**src/rtl/pipeline_hazard_controller_if.sv**
```systemverilog
// Signal bundle between the hazard controller and the fetch/decode/execute datapath.
// The datapath (master) presents ID/EX status; the controller (slave) returns the stage controls.
interface pipeline_hazard_controller_if;
  logic [31:0] if_id_instr;
  logic        id_ex_mem_read;
  logic [4:0]  id_ex_rt;
  logic        branch_taken;
  logic        pc_write;
  logic        pc_sel;
  logic        if_id_write;
  logic        if_id_flush;
  logic        id_ex_bubble;
  logic        halted;
  logic [15:0] stall_count;

  modport master (
    output if_id_instr, id_ex_mem_read, id_ex_rt, branch_taken,
    input  pc_write, pc_sel, if_id_write, if_id_flush, id_ex_bubble, halted, stall_count
  );

  modport slave (
    input  if_id_instr, id_ex_mem_read, id_ex_rt, branch_taken,
    output pc_write, pc_sel, if_id_write, if_id_flush, id_ex_bubble, halted, stall_count
  );
endinterface

```
**src/rtl/pipeline_hazard_controller.sv**
```systemverilog
// Load-use stall, taken-branch squash and halt sequencing for a 5-stage MIPS pipeline.
// Stage controls are combinational from the registered state; reset forces a safe bubble pattern.
module pipeline_hazard_controller #(
  parameter int unsigned FLUSH_CYCLES      = 2,
  parameter int unsigned LOAD_STALL_CYCLES = 1,
  parameter logic [31:0] HALT_WORD         = 32'h89ABCDEF
) (
  input  logic                          clk,
  input  logic                          reset,
  pipeline_hazard_controller_if.slave   bus
);

  typedef enum logic [1:0] {RUN, LOAD_STALL, FLUSH, HALT} state_t;

  localparam logic [2:0] FLUSH_INIT = 3'(FLUSH_CYCLES - 1);
  localparam logic [2:0] STALL_INIT = 3'(LOAD_STALL_CYCLES - 1);

  state_t      state_q, state_d;
  logic [2:0]  cnt_q, cnt_d;
  logic [15:0] stall_count_q, stall_count_d;

  logic [5:0]  opcode_s;
  logic        reads_rt_s, hz_s, take_branch_s, freeze_s, count_en_s;
  logic        pc_write_s, pc_sel_s, if_id_write_s, if_id_flush_s, id_ex_bubble_s, halted_s;

  // Hazard decode, next-state selection and stage controls.
  always_comb begin
    opcode_s   = bus.if_id_instr[31:26];
    reads_rt_s = (opcode_s == 6'b000000) || (opcode_s == 6'b000100) || (opcode_s == 6'b101011);
    hz_s       = bus.id_ex_mem_read && (bus.id_ex_rt != 5'd0) &&
                 ((bus.id_ex_rt == bus.if_id_instr[25:21]) ||
                  (reads_rt_s && (bus.id_ex_rt == bus.if_id_instr[20:16])));
    take_branch_s = bus.branch_taken && ((state_q == RUN) || (state_q == LOAD_STALL));

    state_d        = state_q;
    cnt_d          = cnt_q;
    freeze_s       = 1'b0;
    pc_write_s     = 1'b0;
    pc_sel_s       = 1'b0;
    if_id_write_s  = 1'b0;
    if_id_flush_s  = 1'b0;
    id_ex_bubble_s = 1'b0;
    halted_s       = 1'b0;

    if (take_branch_s) begin
      pc_sel_s       = 1'b1;
      pc_write_s     = 1'b1;
      if_id_write_s  = 1'b1;
      if_id_flush_s  = 1'b1;
      id_ex_bubble_s = 1'b1;
      if (FLUSH_CYCLES > 1) begin
        state_d = FLUSH;
        cnt_d   = FLUSH_INIT;
      end else begin
        state_d = RUN;
        cnt_d   = 3'd0;
      end
    end else begin
      case (state_q)
        RUN: begin
          if (bus.if_id_instr == HALT_WORD) begin
            id_ex_bubble_s = 1'b1;
            state_d        = HALT;
          end else if (hz_s) begin
            id_ex_bubble_s = 1'b1;
            freeze_s       = 1'b1;
            if (LOAD_STALL_CYCLES > 1) begin
              state_d = LOAD_STALL;
              cnt_d   = STALL_INIT;
            end else begin
              state_d = RUN;
            end
          end else begin
            pc_write_s    = 1'b1;
            if_id_write_s = 1'b1;
          end
        end
        LOAD_STALL: begin
          id_ex_bubble_s = 1'b1;
          freeze_s       = 1'b1;
          cnt_d          = cnt_q - 3'd1;
          if (cnt_q == 3'd1) begin
            state_d = RUN;
          end else begin
            state_d = LOAD_STALL;
          end
        end
        FLUSH: begin
          // EX already holds bubbles here, so a branch indication is stale.
          pc_write_s     = 1'b1;
          if_id_write_s  = 1'b1;
          if_id_flush_s  = 1'b1;
          id_ex_bubble_s = 1'b1;
          cnt_d          = cnt_q - 3'd1;
          if (cnt_q == 3'd1) begin
            state_d = RUN;
          end else begin
            state_d = FLUSH;
          end
        end
        HALT: begin
          id_ex_bubble_s = 1'b1;
          halted_s       = 1'b1;
        end
        default: begin
          state_d = RUN;
          cnt_d   = 3'd0;
        end
      endcase
    end

    count_en_s    = freeze_s || if_id_flush_s;
    stall_count_d = (count_en_s && (stall_count_q != 16'hFFFF)) ? stall_count_q + 16'd1
                                                                : stall_count_q;
  end

  // State, shared down-counter and saturating stall counter.
  always_ff @(posedge clk or posedge reset) begin
    if (reset) begin
      state_q       <= RUN;
      cnt_q         <= 3'd0;
      stall_count_q <= 16'd0;
    end else begin
      state_q       <= state_d;
      cnt_q         <= cnt_d;
      stall_count_q <= stall_count_d;
    end
  end

  assign bus.pc_write     = reset ? 1'b0 : pc_write_s;
  assign bus.pc_sel       = reset ? 1'b0 : pc_sel_s;
  assign bus.if_id_write  = reset ? 1'b0 : if_id_write_s;
  assign bus.if_id_flush  = reset ? 1'b1 : if_id_flush_s;
  assign bus.id_ex_bubble = reset ? 1'b1 : id_ex_bubble_s;
  assign bus.halted       = reset ? 1'b0 : halted_s;
  assign bus.stall_count  = reset ? 16'd0 : stall_count_q;

endmodule
```
**src/flat_wrapper.sv**
```systemverilog
// flat-port wrapper written by rule: the top's interface ports become plain ports
module pipeline_hazard_controller_flat 
#(
  parameter int unsigned FLUSH_CYCLES      = 2,
  parameter int unsigned LOAD_STALL_CYCLES = 1,
  parameter logic [31:0] HALT_WORD         = 32'h89ABCDEF
)
  (clk, reset, bus_if_id_instr, bus_id_ex_mem_read, bus_id_ex_rt, bus_branch_taken, bus_pc_write, bus_pc_sel, bus_if_id_write, bus_if_id_flush, bus_id_ex_bubble, bus_halted, bus_stall_count);
  pipeline_hazard_controller_if bus_i ();
  input  logic clk;
  input  logic reset;
  input wire logic [$bits(bus_i.if_id_instr)-1:0] bus_if_id_instr;
  input wire logic [$bits(bus_i.id_ex_mem_read)-1:0] bus_id_ex_mem_read;
  input wire logic [$bits(bus_i.id_ex_rt)-1:0] bus_id_ex_rt;
  input wire logic [$bits(bus_i.branch_taken)-1:0] bus_branch_taken;
  output wire logic [$bits(bus_i.pc_write)-1:0] bus_pc_write;
  output wire logic [$bits(bus_i.pc_sel)-1:0] bus_pc_sel;
  output wire logic [$bits(bus_i.if_id_write)-1:0] bus_if_id_write;
  output wire logic [$bits(bus_i.if_id_flush)-1:0] bus_if_id_flush;
  output wire logic [$bits(bus_i.id_ex_bubble)-1:0] bus_id_ex_bubble;
  output wire logic [$bits(bus_i.halted)-1:0] bus_halted;
  output wire logic [$bits(bus_i.stall_count)-1:0] bus_stall_count;
  assign bus_i.if_id_instr = bus_if_id_instr;
  assign bus_i.id_ex_mem_read = bus_id_ex_mem_read;
  assign bus_i.id_ex_rt = bus_id_ex_rt;
  assign bus_i.branch_taken = bus_branch_taken;
  assign bus_pc_write = bus_i.pc_write;
  assign bus_pc_sel = bus_i.pc_sel;
  assign bus_if_id_write = bus_i.if_id_write;
  assign bus_if_id_flush = bus_i.if_id_flush;
  assign bus_id_ex_bubble = bus_i.id_ex_bubble;
  assign bus_halted = bus_i.halted;
  assign bus_stall_count = bus_i.stall_count;
  pipeline_hazard_controller #(.FLUSH_CYCLES(FLUSH_CYCLES), .LOAD_STALL_CYCLES(LOAD_STALL_CYCLES), .HALT_WORD(HALT_WORD)) u_core (.clk(clk), .reset(reset), .bus(bus_i));
endmodule
```
**config.mk**
```make
export PLATFORM = sky130hd
export DESIGN_NAME = pipeline_hazard_controller_flat
export DESIGN_NICKNAME = d
export VERILOG_FILES = /design/src/rtl/pipeline_hazard_controller_if.sv /design/src/rtl/pipeline_hazard_controller.sv /design/src/flat_wrapper.sv
export SDC_FILE = /design/constraint.sdc
export NUM_CORES = 1
export LEC_CHECK = 0
export ABC_AREA = 0
export ABC_CLOCK_PERIOD_IN_PS = 3800
export CORE_MARGIN = 2
export CORE_UTILIZATION = 45
export CTS_BUF_LIST = sky130_fd_sc_hd__clkbuf_4
export DETAILED_ROUTE_END_ITERATION = 10
export GPL_TIMING_DRIVEN = 1
export PLACE_DENSITY = 0.87
export RECOVER_POWER = 25
export SYNTH_ARGS = -nofsm -noshare
export SYNTH_HDL_FRONTEND = slang
export SYNTH_SLANG_ARGS = --single-unit
```
**constraint.sdc**
```tcl
create_clock -name clk -period 3.8 [get_ports clk]
set_input_delay 0.76 -clock clk [delete_from_list [all_inputs] [get_ports clk]]
set_output_delay 0.76 -clock clk [all_outputs]
set_load 0.03 [all_outputs]
```
==> results of run 1 <==
## cell usage after synthesis, drive strengths merged (2+ instances only)
cell type  number
o21ai           5
nand4b          2
inv            10
a21oi           6
or4             3
clkbuf          2
or3             2
ha              8
dfrtp          21
nor2           13
xor2           16
nand3           6
nand4           8
nor4            3
nand2          11
mux2            2
o21a            2
and3            4
xnor2          10
a21boi          2
buf             2
nor2b          15
a211oi          4
a2111oi         4
## timing repair
item	in CTS	in global routing
cloned	0	0
hold buffers	0	0
buffers inserted	0	0
pin swaps	3	1
setup endpoints to repair	3	2
resized for setup	15	0
## worst min-delay path by stage
stage	to	slack [ns]	from
after detailed placement	u_core.stall_count_q[2]$_DFFE_PP0P_	0.49	u_core.stall_count_q[2]$_DFFE_PP0P_
after global placement	u_core.stall_count_q[13]$_DFFE_PP0P_	0.49	u_core.stall_count_q[13]$_DFFE_PP0P_
after global routing	u_core.stall_count_q[2]$_DFFE_PP0P_	0.54	u_core.stall_count_q[2]$_DFFE_PP0P_
after CTS	u_core.stall_count_q[2]$_DFFE_PP0P_	0.51	u_core.stall_count_q[2]$_DFFE_PP0P_
final	u_core.stall_count_q[13]$_DFFE_PP0P_	0.52	u_core.stall_count_q[13]$_DFFE_PP0P_
after floorplan	u_core.stall_count_q[13]$_DFFE_PP0P_	0.46	u_core.stall_count_q[13]$_DFFE_PP0P_
## worst max-delay path, cell delays in order
cell and delay (ns):
clkdlybuf4s50_1 0.41, nand4bb_1 0.18, or4_1 0.50, or4_4 0.43, and4bb_2 0.25, o31a_1 0.28
buf_6 0.15
## routing by layer
metal / vias up / GRT usage, % / wire, um
met5: - / 0 / 0
met4: 0 / 7.88 / 66
met3: 6 / 3.93 / 230
met2: 57 / 38.6 / 2100
met1: 752 / 26.2 / 1680
li1: 800 / - / -
## stage by stage
stage	cell area, sq um	setup slack, ns	hold slack [ns]
3_3_place_gp	2400	-0.445	0.490
6_report	2430	0.0717	0.516
2_1_floorplan	1600	0.148	0.455
4_1_cts	2430	0.00341	0.513
5_1_grt	2430	0.00317	0.538
3_5_place_dp	2400	-0.514	0.492
## cell type report
type                            instances  area share, %
Sequential cell                        21           21.6
Multi-Input combinational cell        142           41.7
Inverter                               10           1.54
Clock buffer                            3          0.925
Clock inverter                          1          0.206
Timing Repair Buffer                   82           31.7
Tap cell                               46           2.36
## cells in the final DEF (no fill, tap or decap), types with 2 or more instances in the layout
cell type        netlist  layout
clkdlybuf4s50_1        0      58
buf_4                  1      21
dfrtp_1               21      21
xor2_1                16      16
nor2b_1               15      15
nor2_1                13      13
nand2_1               11      11
xnor2_1               10      10
inv_1                 10      10
nand4_1                8       8
ha_1                   8       8
nand3_1                6       6
o21ai_0                5       5
a21oi_1                5       5
and3_1                 4       4
a211oi_1               4       4
a2111oi_0              4       4
nor4_1                 3       3
clkbuf_4               0       3
or4_1                  3       2
nand4b_1               2       2
o21a_1                 2       2
or3_1                  2       2
a21boi_0               2       2
mux2_2                 2       2
buf_6                  0       2
## where the power goes
group / total (mW) / switching (mW) / internal, mW / leakage (nW)
combinational: 0.550 / 0.278 / 0.272 / 0.768
sequential: 0.342 / 0.0570 / 0.285 / 0.263
clock: 0.109 / 0.0694 / 0.0392 / 0.0177
total: 1.00 / 0.405 / 0.596 / 1.05
## state kept, by name (all words and copies together) (netlist names)
signal,flops
u_core.cnt_q,3
u_core.stall_count_q,16
u_core.state_q,2
## cell families after synthesis
| family | Yosys count |
|---|---|
| and+or+nand+nor | 75 |
| xor gates and xnor gates | 26 |
| buffers and inverters | 14 |
| adders and majority gates | 8 |
| muxes | 2 |
| DFF | 21 |
| AOI/OAI and AO/OA | 31 |
==> impl_metrics.env, run 1 <==
export IMPL_status="completed"
export IMPL_gr_total_overflow=0
export IMPL_synthAdderAreaFrac_pct=6.27
export IMPL_die_w_um=63.5
export IMPL_cts_htree_levels=1
export IMPL_finalCritPeriodShare_pct=98.1
export IMPL_vias=1615
export IMPL_place_gp_congestion=0.848
export IMPL_worst_pin_slew_ns=0.636
export IMPL_insertion_delay_ns=0.30
export IMPL_layout_drive_gt1_share_pct=12.7
export IMPL_area_growth_pct=52.6
export IMPL_antenna_cells=0
export IMPL_rr_worst_depth=8
export IMPL_core_sq_um=3360
export IMPL_post_route_util_pct=72.4
export IMPL_vias_per_cell=5.30
export IMPL_multi_input_area_sq_um=1020
export IMPL_synthMuxAreaShare_pct=1.41
export IMPL_synth_cells=177
export IMPL_rows=21
export IMPL_whs_path_depth=1
export IMPL_portBuffers=62
export IMPL_ys_warn_count=0
export IMPL_stdcell_count=305
export IMPL_slew_viol_final=0
export IMPL_critPathKind="input pin to output port"
export IMPL_drc_errors=0
export IMPL_drtAntennaViolNets=0
export IMPL_synth_seq_area_share_pct=32.9
export IMPL_nets=309
export IMPL_worstSetupStartpoint="bus_if_id_instr[30]"
export IMPL_yosysUniqueCellTypes=42
export IMPL_p_leak_nw=1.05
export IMPL_yosys_area_top_type_share_pct=32.9
export IMPL_synth_top_family_by_area="simple AND/OR/NAND/NOR gates"
export IMPL_die_h_um=63.5
export IMPL_ios=63
export IMPL_r2r_end="u_core.stall_count_q[14]$_DFFE_PP0P_"
export IMPL_synth_main_ff_cell="dfrtp_1"
export IMPL_numCtsBuffers=3
export IMPL_finalSetupTns_ns=0
export IMPL_die_area_sq_um=4040
export IMPL_cts_tree="done"
export IMPL_arrival_ns=2.97
export IMPL_total_power_mw=1.00
export IMPL_seqCellArea_sq_um=526
export IMPL_clock_sinks=21
export IMPL_max_freq_mhz=268
export IMPL_pwr_density_cell_nw_per_um2=411
export IMPL_cts_path_max_buffers=2
export IMPL_routed_wl_um=4080
export IMPL_root_buffer="clkbuf_4"
export IMPL_hp_class="register to register"
export IMPL_dr_pass1_iters=4
export IMPL_grt_pass1_wl_um=7050
export IMPL_grt_max_degree=23
export IMPL_crit_required_ns=3.04
export IMPL_drv_cap=0
export IMPL_rsz0062_at_grt="false"
export IMPL_avgSynthCellArea_sq_um=9.01
export IMPL_synth_simple_area_share_pct=26.9
export IMPL_cp_end_kind="output port"
export IMPL_hold_viol=0
export IMPL_initialDrtViolationCount=111
export IMPL_synth_enable_flop_cells=0
export IMPL_synth_top_area_cell="dfrtp_1"
export IMPL_initial_utilization_pct=47.4
export IMPL_synth_area_leaders="dfrtp_1, xor2_1, ha_1"
export IMPL_nFillCells=286
export IMPL_grt_pass1_vias=1650
export IMPL_period_needed_ns=3.73
export IMPL_dp_hpwl_um=3410
export IMPL_relSlewSlack_pct=56.5
export IMPL_ir_drop_uv=192
export IMPL_antenna_found_initial=0
export IMPL_clk_pin_slew_ns=0.12
export IMPL_syn_num_nets=226
export IMPL_cp_endpoint="bus_if_id_write"
export IMPL_track_usage_pct=21.8
export IMPL_reg2reg_from="u_core.state_q[0]$_DFFE_PP0P_"
export IMPL_start_kind="input pin"
export IMPL_synth_compound_area_share_pct=14.6
export IMPL_synthArstFlopShare_pct=100
export IMPL_worst_path_max_fanout=2
export IMPL_r2r_slack_ns=1.60
export IMPL_syn_area_sq_um=1600
export IMPL_synth_xor_area_share_pct=14.3
export IMPL_synth_seq_cells=21
export IMPL_setup_viol=0
export IMPL_dp_cells=301
export IMPL_detail_route_wl_per_cell_um=13.4
export IMPL_finClkSkew_ns=0.00303
Note: power is estimated with default switching activity, not from simulation.
==> run 2: changes to the inputs <==
Settings changed: CORE_UTILIZATION 45 to 40, PLACE_DENSITY 0.87 to 0.8.
==> run 2 against run 1 <==
Effect of this change:
- power is 0.49% higher
- fmax is 1.5% higher
- utilization is 6.7 points lower
- critical path type unchanged
- register-to-register slack worse by 0.04 ns
- clock skew hardly changed
- largest power group unchanged
==> impl_metrics.env, run 2 (synthesized netlist as in run 1, its figures left out) <==
export IMPL_crit_family="simple AND/OR/NAND/NOR gates"
export IMPL_regMostFlops="u_core.stall_count_q"
export IMPL_crit_buf_inv=2
export IMPL_dr_pass1_iters=4
export IMPL_ir_drop_uv=306
export IMPL_period_needed_ns=3.67
export IMPL_die_area_sq_um=4510
export IMPL_worst_pin_slew_ns=0.602
export IMPL_setup_ws_ns=0.128
export IMPL_critPathKind="input pin to output port"
export IMPL_holdWs_ns=0.497
export IMPL_drv_cap=0
export IMPL_ctsHoldBuffers=0
export IMPL_min_to="u_core.stall_count_q[13]$_DFFE_PP0P_"
export IMPL_root_buffer="clkbuf_4"
export IMPL_dp_cells=302
export IMPL_final_cell_mix="clkdlybuf4s50_1, buf_4, dfrtp_1, xor2_1, nor2b_1"
export IMPL_hp_class="register to register"
export IMPL_antenna_found_initial=0
export IMPL_reg_top3="u_core.stall_count_q x16, u_core.cnt_q x3, u_core.state_q x2"
export IMPL_cts_htree_levels=1
export IMPL_setup_viol=0
export IMPL_max_freq_mhz=272
export IMPL_vias=1629
export IMPL_hold_viol=0
export IMPL_hp_start="u_core.stall_count_q[13]$_DFFE_PP0P_"
export IMPL_numCtsBuffers=3
export IMPL_track_usage_pct=21.4
export IMPL_portBuffers=62
export IMPL_dp_hpwl_um=3500
export IMPL_grt_pass1_wl_um=7430
export IMPL_die_h_um=67.2
export IMPL_worst_path_max_fanout=2
export IMPL_rr_worst_depth=8
export IMPL_routed_wl_um=4410
export IMPL_antenna_cells=0
export IMPL_arrival_ns=2.91
export IMPL_detail_route_wl_per_cell_um=14.4
export IMPL_r2r_slack_ns=1.56
export IMPL_grt_max_degree=23
export IMPL_grt_pass1_vias=1619
export IMPL_layout_drive_gt1_share_pct=13.5
export IMPL_crit_required_ns=3.04
export IMPL_p_leak_nw=1.13
export IMPL_die_w_um=67.2
export IMPL_drtAntennaViolNets=0
export IMPL_whs_path_depth=1
export IMPL_r2r_end="u_core.stall_count_q[14]$_DFFE_PP0P_"
export IMPL_total_power_mw=1.01
export IMPL_post_route_util_pct=65.7
export IMPL_slowest_delay_ns=0.50
export IMPL_finalCritPeriodShare_pct=96.6
export IMPL_nets=309
export IMPL_stdcell_count=307
export IMPL_finClkSkew_ns=0.00323
export IMPL_path_cells="clkdlybuf4s50_1 > nand4_1 > or4_4 > or4_4 > and4bb_2 > o31a_1 > buf_6"
export IMPL_initialDrtViolationCount=90
export IMPL_start_kind="input pin"
export IMPL_ios=63
export IMPL_cts_path_max_buffers=2
export IMPL_final_common_cell="clkdlybuf4s50_1"
export IMPL_place_gp_congestion=0.875
export IMPL_rows=22
export IMPL_initial_utilization_pct=42.6
export IMPL_crit_slowest_cell="or4_4"
export IMPL_status="completed"
export IMPL_area_growth_pct=54.3
export IMPL_reg2reg_from="u_core.state_q[0]$_DFFE_PP0P_"
export IMPL_vias_per_cell=5.31
export IMPL_rsz0062_at_grt="false"
export IMPL_insertion_delay_ns=0.30
export IMPL_pwr_density_cell_nw_per_um2=409
export IMPL_cts_tree="done"
export IMPL_clk_pin_slew_ns=0.12
export IMPL_slew_viol_final=0
export IMPL_core_sq_um=3740
export IMPL_dpl_worst_slack_ns=-0.586
export IMPL_cp_common_cell="or4_4"
export IMPL_relSlewSlack_pct=58.8
export IMPL_clock_sinks=21
export IMPL_cp_end_kind="output port"
export IMPL_gr_total_overflow=0
export IMPL_drc_errors=0
export IMPL_largest_reg_flops=16
[run 2: cell types whose count changed in the layout (fill, tap and decap cells not counted)]
cell / previous run / this run
dlygate4sd2_1: 0 / 7
clkbuf_4: 3 / 4
o21ai_1: 0 / 1
o21ai_0: 5 / 4
or4_4: 1 / 2
dlymetal6s2s_1: 0 / 8
or4_1: 2 / 1
clkdlybuf4s50_1: 58 / 43
nor4_2: 0 / 1
clkinv_2: 1 / 0
nor4_1: 3 / 2
[run 2: worst max path at each step]
stage	startpoint	endpoint	cells after the start
floorplan	bus_if_id_instr[30]	bus_pc_write	7
CTS	bus_if_id_instr[1]	bus_pc_write	7
global route	bus_if_id_instr[1]	bus_if_id_write	7
detailed placement	bus_if_id_instr[30]	bus_pc_write	7
finish	bus_if_id_instr[1]	bus_pc_write	7
global placement	bus_if_id_instr[30]	bus_if_id_write	7
[run 2: report_power, final]
| part | switching, mW | internal [mW] | total [mW] |
|---|---|---|---|
| clock network | 0.0702 | 0.0481 | 0.118 |
| logic | 0.278 | 0.267 | 0.545 |
| registers | 0.0573 | 0.285 | 0.342 |
| total | 0.406 | 0.600 | 1.01 |
[run 2: layer usage]
metal	global-route usage (%)	wire length [um]
met3	4.00	192
met5	0	0
met2	37.9	2310
met4	4.34	40
met1	27.3	1860
[run 2: final cells by class]
class	instances	area (sq um)
fill	352	1280
multi-input combinational	142	1030
timing repair buffer	82	782
sequential	21	526
tap	48	60.1
inverter	10	37.5
clock buffer	4	30.0
[run 2: worst register-to-register path, delay by kind of cell (launching register included)]
kind	cells	cell delay, ns
AND/OR/NAND/NOR	1	0.22
XOR/XNOR	1	0.18
buffers and inverters	2	0.31
AO/OA/AOI/OAI	3	0.68
flip-flops	1	0.45
adder cells (fa/ha/maj)	1	0.34
[run 2: timing repair]
action	in CTS	in global routing
buffers inserted	0	1
pin swaps	5	6
setup endpoints to repair	3	3
hold endpoints to repair	0	0
gates resized for setup	24	9
[run 2: stage by stage]
| step | cell area, sq um | setup TNS [ns] |
|---|---|---|
| 2_1_floorplan | 1600 | 0 |
| 3_3_place_gp | 2400 | -1.04 |
| 5_1_grt | 2460 | 0 |
| 6_report | 2460 | 0 |
| 4_1_cts | 2430 | 0 |
| 3_5_place_dp | 2400 | -1.29 |
==> run 3: changes to the inputs <==
Settings changed: ABC_CLOCK_PERIOD_IN_PS 3800 to 4250, CORE_UTILIZATION 40 to 49, PLACE_DENSITY 0.8 to 0.94.
Clock period 3.8 ns to 4.25 ns, I/O delays scaled along.
==> run 3 against run 2 <==
Effect of this change:
- sequential share of layout area is 0.99 points higher
- first-iteration DRC count decreased by 29%
- clock skew rose by 0.0011 ns
- via count is 2.9% lower
- largest cell class unchanged
- critical path type unchanged
- routed wire length down 15%
- highest routed layer unchanged
- sequential power down 11%
==> impl_metrics.env, run 3 (synthesized netlist as in run 1, its figures left out) <==
export IMPL_status="completed"
export IMPL_grt_pass1_wl_um=6560
export IMPL_portBuffers=62
export IMPL_insertion_delay_ns=0.32
export IMPL_die_h_um=61.1
export IMPL_worstSetupStartpoint="bus_if_id_instr[30]"
export IMPL_ctsHoldBuffers=0
export IMPL_drc_errors=0
export IMPL_drv_cap=0
export IMPL_cp_common_cell="or4_1"
export IMPL_arrival_ns=3.24
export IMPL_slowest_delay_ns=0.57
export IMPL_dpl_worst_slack_ns=-0.276
export IMPL_routed_wl_um=3760
export IMPL_crit_required_ns=3.40
export IMPL_antenna_found_initial=0
export IMPL_initialDrtViolationCount=64
export IMPL_dr_pass1_iters=4
export IMPL_final_cell_mix="clkdlybuf4s50_1, dfrtp_1, xor2_1, nor2b_1, nor2_1"
export IMPL_cts_path_max_buffers=2
export IMPL_slew_viol_final=0
export IMPL_finClkSkew_ns=0.00429
export IMPL_critPathKind="input pin to output port"
export IMPL_grt_max_degree=23
export IMPL_hp_start="u_core.stall_count_q[13]$_DFFE_PP0P_"
export IMPL_max_freq_mhz=245
export IMPL_core_sq_um=3080
export IMPL_hp_class="register to register"
export IMPL_area_growth_pct=47.5
export IMPL_die_area_sq_um=3730
export IMPL_dp_cells=291
export IMPL_total_power_mw=0.881
export IMPL_gr_total_overflow=0
export IMPL_largest_reg_flops=16
export IMPL_ios=63
export IMPL_place_gp_congestion=0.800
export IMPL_clk_pin_slew_ns=0.12
export IMPL_setup_ws_ns=0.162
export IMPL_clock_sinks=21
export IMPL_cts_tree="done"
export IMPL_grt_pass1_vias=1518
export IMPL_start_kind="input pin"
export IMPL_root_buffer="clkbuf_4"
export IMPL_vias=1581
export IMPL_detail_route_wl_per_cell_um=12.7
export IMPL_pwr_density_cell_nw_per_um2=375
export IMPL_numCtsBuffers=3
export IMPL_reg2reg_from="u_core.state_q[0]$_DFFE_PP0P_"
export IMPL_ir_drop_uv=181
export IMPL_die_w_um=61.1
export IMPL_finalCritPeriodShare_pct=96.2
export IMPL_layout_drive_gt1_share_pct=9.16
export IMPL_hold_viol=0
export IMPL_worst_pin_slew_ns=1.18
export IMPL_regMostFlops="u_core.stall_count_q"
export IMPL_worst_path_max_fanout=2
export IMPL_nets=301
export IMPL_setup_viol=0
export IMPL_period_needed_ns=4.09
export IMPL_relSlewSlack_pct=21.1
export IMPL_track_usage_pct=23.2
export IMPL_crit_slowest_cell="or4_1"
export IMPL_rsz0062_at_grt="false"
export IMPL_finalSetupTns_ns=0
export IMPL_rows=20
export IMPL_vias_per_cell=5.36
export IMPL_holdWs_ns=0.504
export IMPL_cts_htree_levels=1
export IMPL_antenna_cells=0
export IMPL_crit_family="simple AND/OR/NAND/NOR gates"
export IMPL_reg_top3="u_core.stall_count_q x16, u_core.cnt_q x3, u_core.state_q x2"
export IMPL_dp_hpwl_um=3130
export IMPL_stdcell_count=295
export IMPL_initial_utilization_pct=51.8
export IMPL_cts_setup_buffers=0
export IMPL_cp_end_kind="output port"
export IMPL_crit_buf_inv=2
export IMPL_final_common_cell="clkdlybuf4s50_1"
export IMPL_drtAntennaViolNets=0
export IMPL_p_leak_nw=1.00
export IMPL_path_cells="clkdlybuf4s50_1 > nand4bb_1 > or4_1 > or4_1 > and4bb_2 > o31a_1 > buf_2"
-- run 3: final timing paths --
| check | end | cells past startpoint | slack [ns] |
|---|---|---|---|
| worst min register to register | u_core.stall_count_q[13]$_DFFE_PP0P_ | 1 | 0.50 |
| worst max-delay path | bus_pc_write | 7 | 0.16 |
| worst max register to register | u_core.stall_count_q[14]$_DFFE_PP0P_ | 8 | 1.98 |
| max in group asynchronous | u_core.stall_count_q[8]$_DFFE_PP0P_ | 3 | 1.82 |
| min in group asynchronous | u_core.state_q[1]$_DFFE_PP0P_ | 3 | 1.73 |
| worst min-delay path | u_core.stall_count_q[13]$_DFFE_PP0P_ | 1 | 0.50 |
-- run 3: per-stage QoR --
step                      area (sq um)  util, %
after floorplan                   1600        -
after global placement            2340     76.0
after detailed placement          2340     76.0
after CTS                         2370     77.0
after global routing              2350     76.4
final                             2350     76.4
-- run 3: repair_timing --
action,4_1_cts,5_1_grt
pin swaps,0,0
endpoints found under the setup margin,2,2
gates resized for setup,6,4
-- run 3: metal layers --
metal,share of wire [%],up-vias,track usage [%]
met5,0,-,0
li1,-,787,-
met4,2.1,0,9.01
met1,43,722,29.2
met2,49,64,39.2
met3,5.8,8,4.62
-- run 3: layout make-up --
| cell class | count | area [sq um] |
|---|---|---|
| multi-input combinational | 142 | 1010 |
| fill | 226 | 726 |
| timing repair buffer | 74 | 694 |
| sequential | 21 | 526 |
| tap | 44 | 55.1 |
| inverter | 10 | 37.5 |
| clock buffer | 3 | 22.5 |
| clock inverter | 1 | 5.00 |
-- run 3: where the power goes --
group | switching [mW] | total [mW] | internal, mW
sequential | 0.0491 | 0.304 | 0.255
combinational | 0.247 | 0.477 | 0.231
clock | 0.0647 | 0.100 | 0.0353
==> variant (config.mk and constraints of run 3) <==
Make the reset (`reset`) synchronous in one clocked block.
--- a/src/rtl/pipeline_hazard_controller.sv
+++ b/src/rtl/pipeline_hazard_controller.sv
@@ -117,3 +117,3 @@
   // State, shared down-counter and saturating stall counter.
-  always_ff @(posedge clk or posedge reset) begin
+  always_ff @(posedge clk) begin
     if (reset) begin
Behaviour: no difference found for any inputs over 10 cycles, from zero or initial values and one cycle with reset high; that may be too few to reach the edited logic, so the function may still have changed.
==> variant against run 3 <==
Final area up 6.9%. Setup slack improved by 0.0065 ns. Fmax rose by 0.16%. Wire length up 18%. Critical path depth rose by 2. Via count up 19%. Synthesized area up 13%. Register-to-register slack better by 0.04 ns. First-iteration DRC count grew 110%. Sequential cell count stayed put. Global-route usage is 0.99 points lower. Synthesized cell count is 24% higher. Critical path type unchanged. Largest cell class unchanged.
Power is not compared: it rests on default switching activity, and its combinational part moved more than twofold at a synthesized area within 25%.
==> variant: results (changes against run 3) <==
* Status: complete, no violations
* Tot GR Track Use at 22.2% (-0.99 points)
* Post-cts gate resize count at 0 (-6)
* Post-DP HPWL at 3.55 mm (+13%)
* Global-route wire length before repair at 7.48 mm (+14%)
* Register Area at 420 um2 (-20%)
* CP max stage delay at 0.67 ns (+0.10 ns)
* GPL Wtd Cong at 0.980 (+22%)
* Yosys warning total at 0 (unchanged)
* Share of cells above drive strength 1 at 11.6% (+2.4 points)
* Mux share of post-synthesis cell area at 9.63% (+8.2 points)
* Clock buf/inv share at 1.10% (-0.075 points)
* Critical Path AT at 3.23 ns (about the same)
* Largest net degree at the start of global routing at 42 (+83%)
* Routed vias/inst at 5.63 (+5.1%)
* Compound-gate portion of the synthesized area at 16.3% (+1.8 points)
* Non-CTS buffers at 69 (-6.8%)
* Adder-cell share of the synthesized area at 6.23% (-0.042 points)
* Clock Skews at 0.00447 ns (+0.000176 ns)
* Synthesized Nets at 269 (+19%)
* CP max-delay cell: clkdlybuf4s50_1
* Syn Area/Cell at 8.25 um2 (-8.5%)
* IO buf count at 62 (unchanged)
* Multi-input combinational area share at 52.1% (+9.0 points)
* Asr flop ratio synth at 0% (-100 points)
* Ranking of synthesized cells by area: dfxtp_1 23%, mux2_4 6.6%, ha_1 6.2%
* Crit-path max FO at 3 (+1)
* Number of global-route vias before repair at 1729 (+14%)
* Layout Nets at 336 (+12%)
* Inverters at 8 (-2)
* Starting DRC count in detailed routing at 134 (+110%)
* Fillers at 286 (+27%)
* Measured slew at the worst slew-check pin at 0.654 ns (-0.530 ns)
* Seq/Total Area, Yosys at 23.3% (-9.7 points)
* XOR/XNOR Fraction of Synth Area at 5.82% (-8.5 points)
* Most frequent cells after synthesis: 26 x nor2_1, 21 x dfxtp_1, 18 x nand2_1
* Placed insts at 329 (+13%)
-- variant: cell types whose count changed after synthesis, moves of 8 or more --
| cell | delta |
|---|---|
| nor2_1 | +13 |
| dfrtp_1 | -21 |
| mux2_4 | +8 |
| dfxtp_1 | +21 |
| xor2_1 | -13 |
-- variant: routing by layer --
| layer | routed length, um | share of wire, % | track usage, % | vias up |
|---|---|---|---|---|
| met5 | 0 | 0 | 0 | - |
| met4 | 76 | 1.7 | 9.04 | 0 |
| met3 | 284 | 6.4 | 3.47 | 9 |
| met2 | 2280 | 51 | 39.6 | 85 |
| met1 | 1790 | 40 | 26.4 | 857 |
| li1 | - | - | - | 924 |
-- variant: path summary, 6_finish.rpt --
| kind | from | to | slack [ns] | cells past startpoint |
|---|---|---|---|---|
| worst min register to register | u_core.cnt_q[1]$_SDFFE_PP0N_ | u_core.cnt_q[1]$_SDFFE_PP0N_ | 0.50 | 2 |
| worst min-delay path | u_core.cnt_q[1]$_SDFFE_PP0N_ | u_core.cnt_q[1]$_SDFFE_PP0N_ | 0.50 | 2 |
| worst max register to register | u_core.state_q[0]$_SDFFE_PP0P_ | u_core.stall_count_q[15]$_SDFFE_PP0P_ | 2.02 | 7 |
| worst max-delay path | bus_id_ex_rt[0] | bus_id_ex_bubble | 0.17 | 9 |
-- variant: critical path, delay by kind of cell --
| family | cells | cell delay [ns] |
|---|---|---|
| XOR/XNOR | 1 | 0.15 |
| buffers and inverters | 4 | 1.48 |
| AND/OR/NAND/NOR | 4 | 0.75 |
-- variant: stage by stage --
| step | area [um2] | setup slack [ns] |
|---|---|---|
| floorplan | 1810 | 0.708 |
| global placement | 2490 | 0.138 |
| detailed placement | 2490 | 0.0718 |
| CTS | 2520 | 0.0679 |
| global route | 2510 | 0.0775 |
| finish | 2510 | 0.169 |
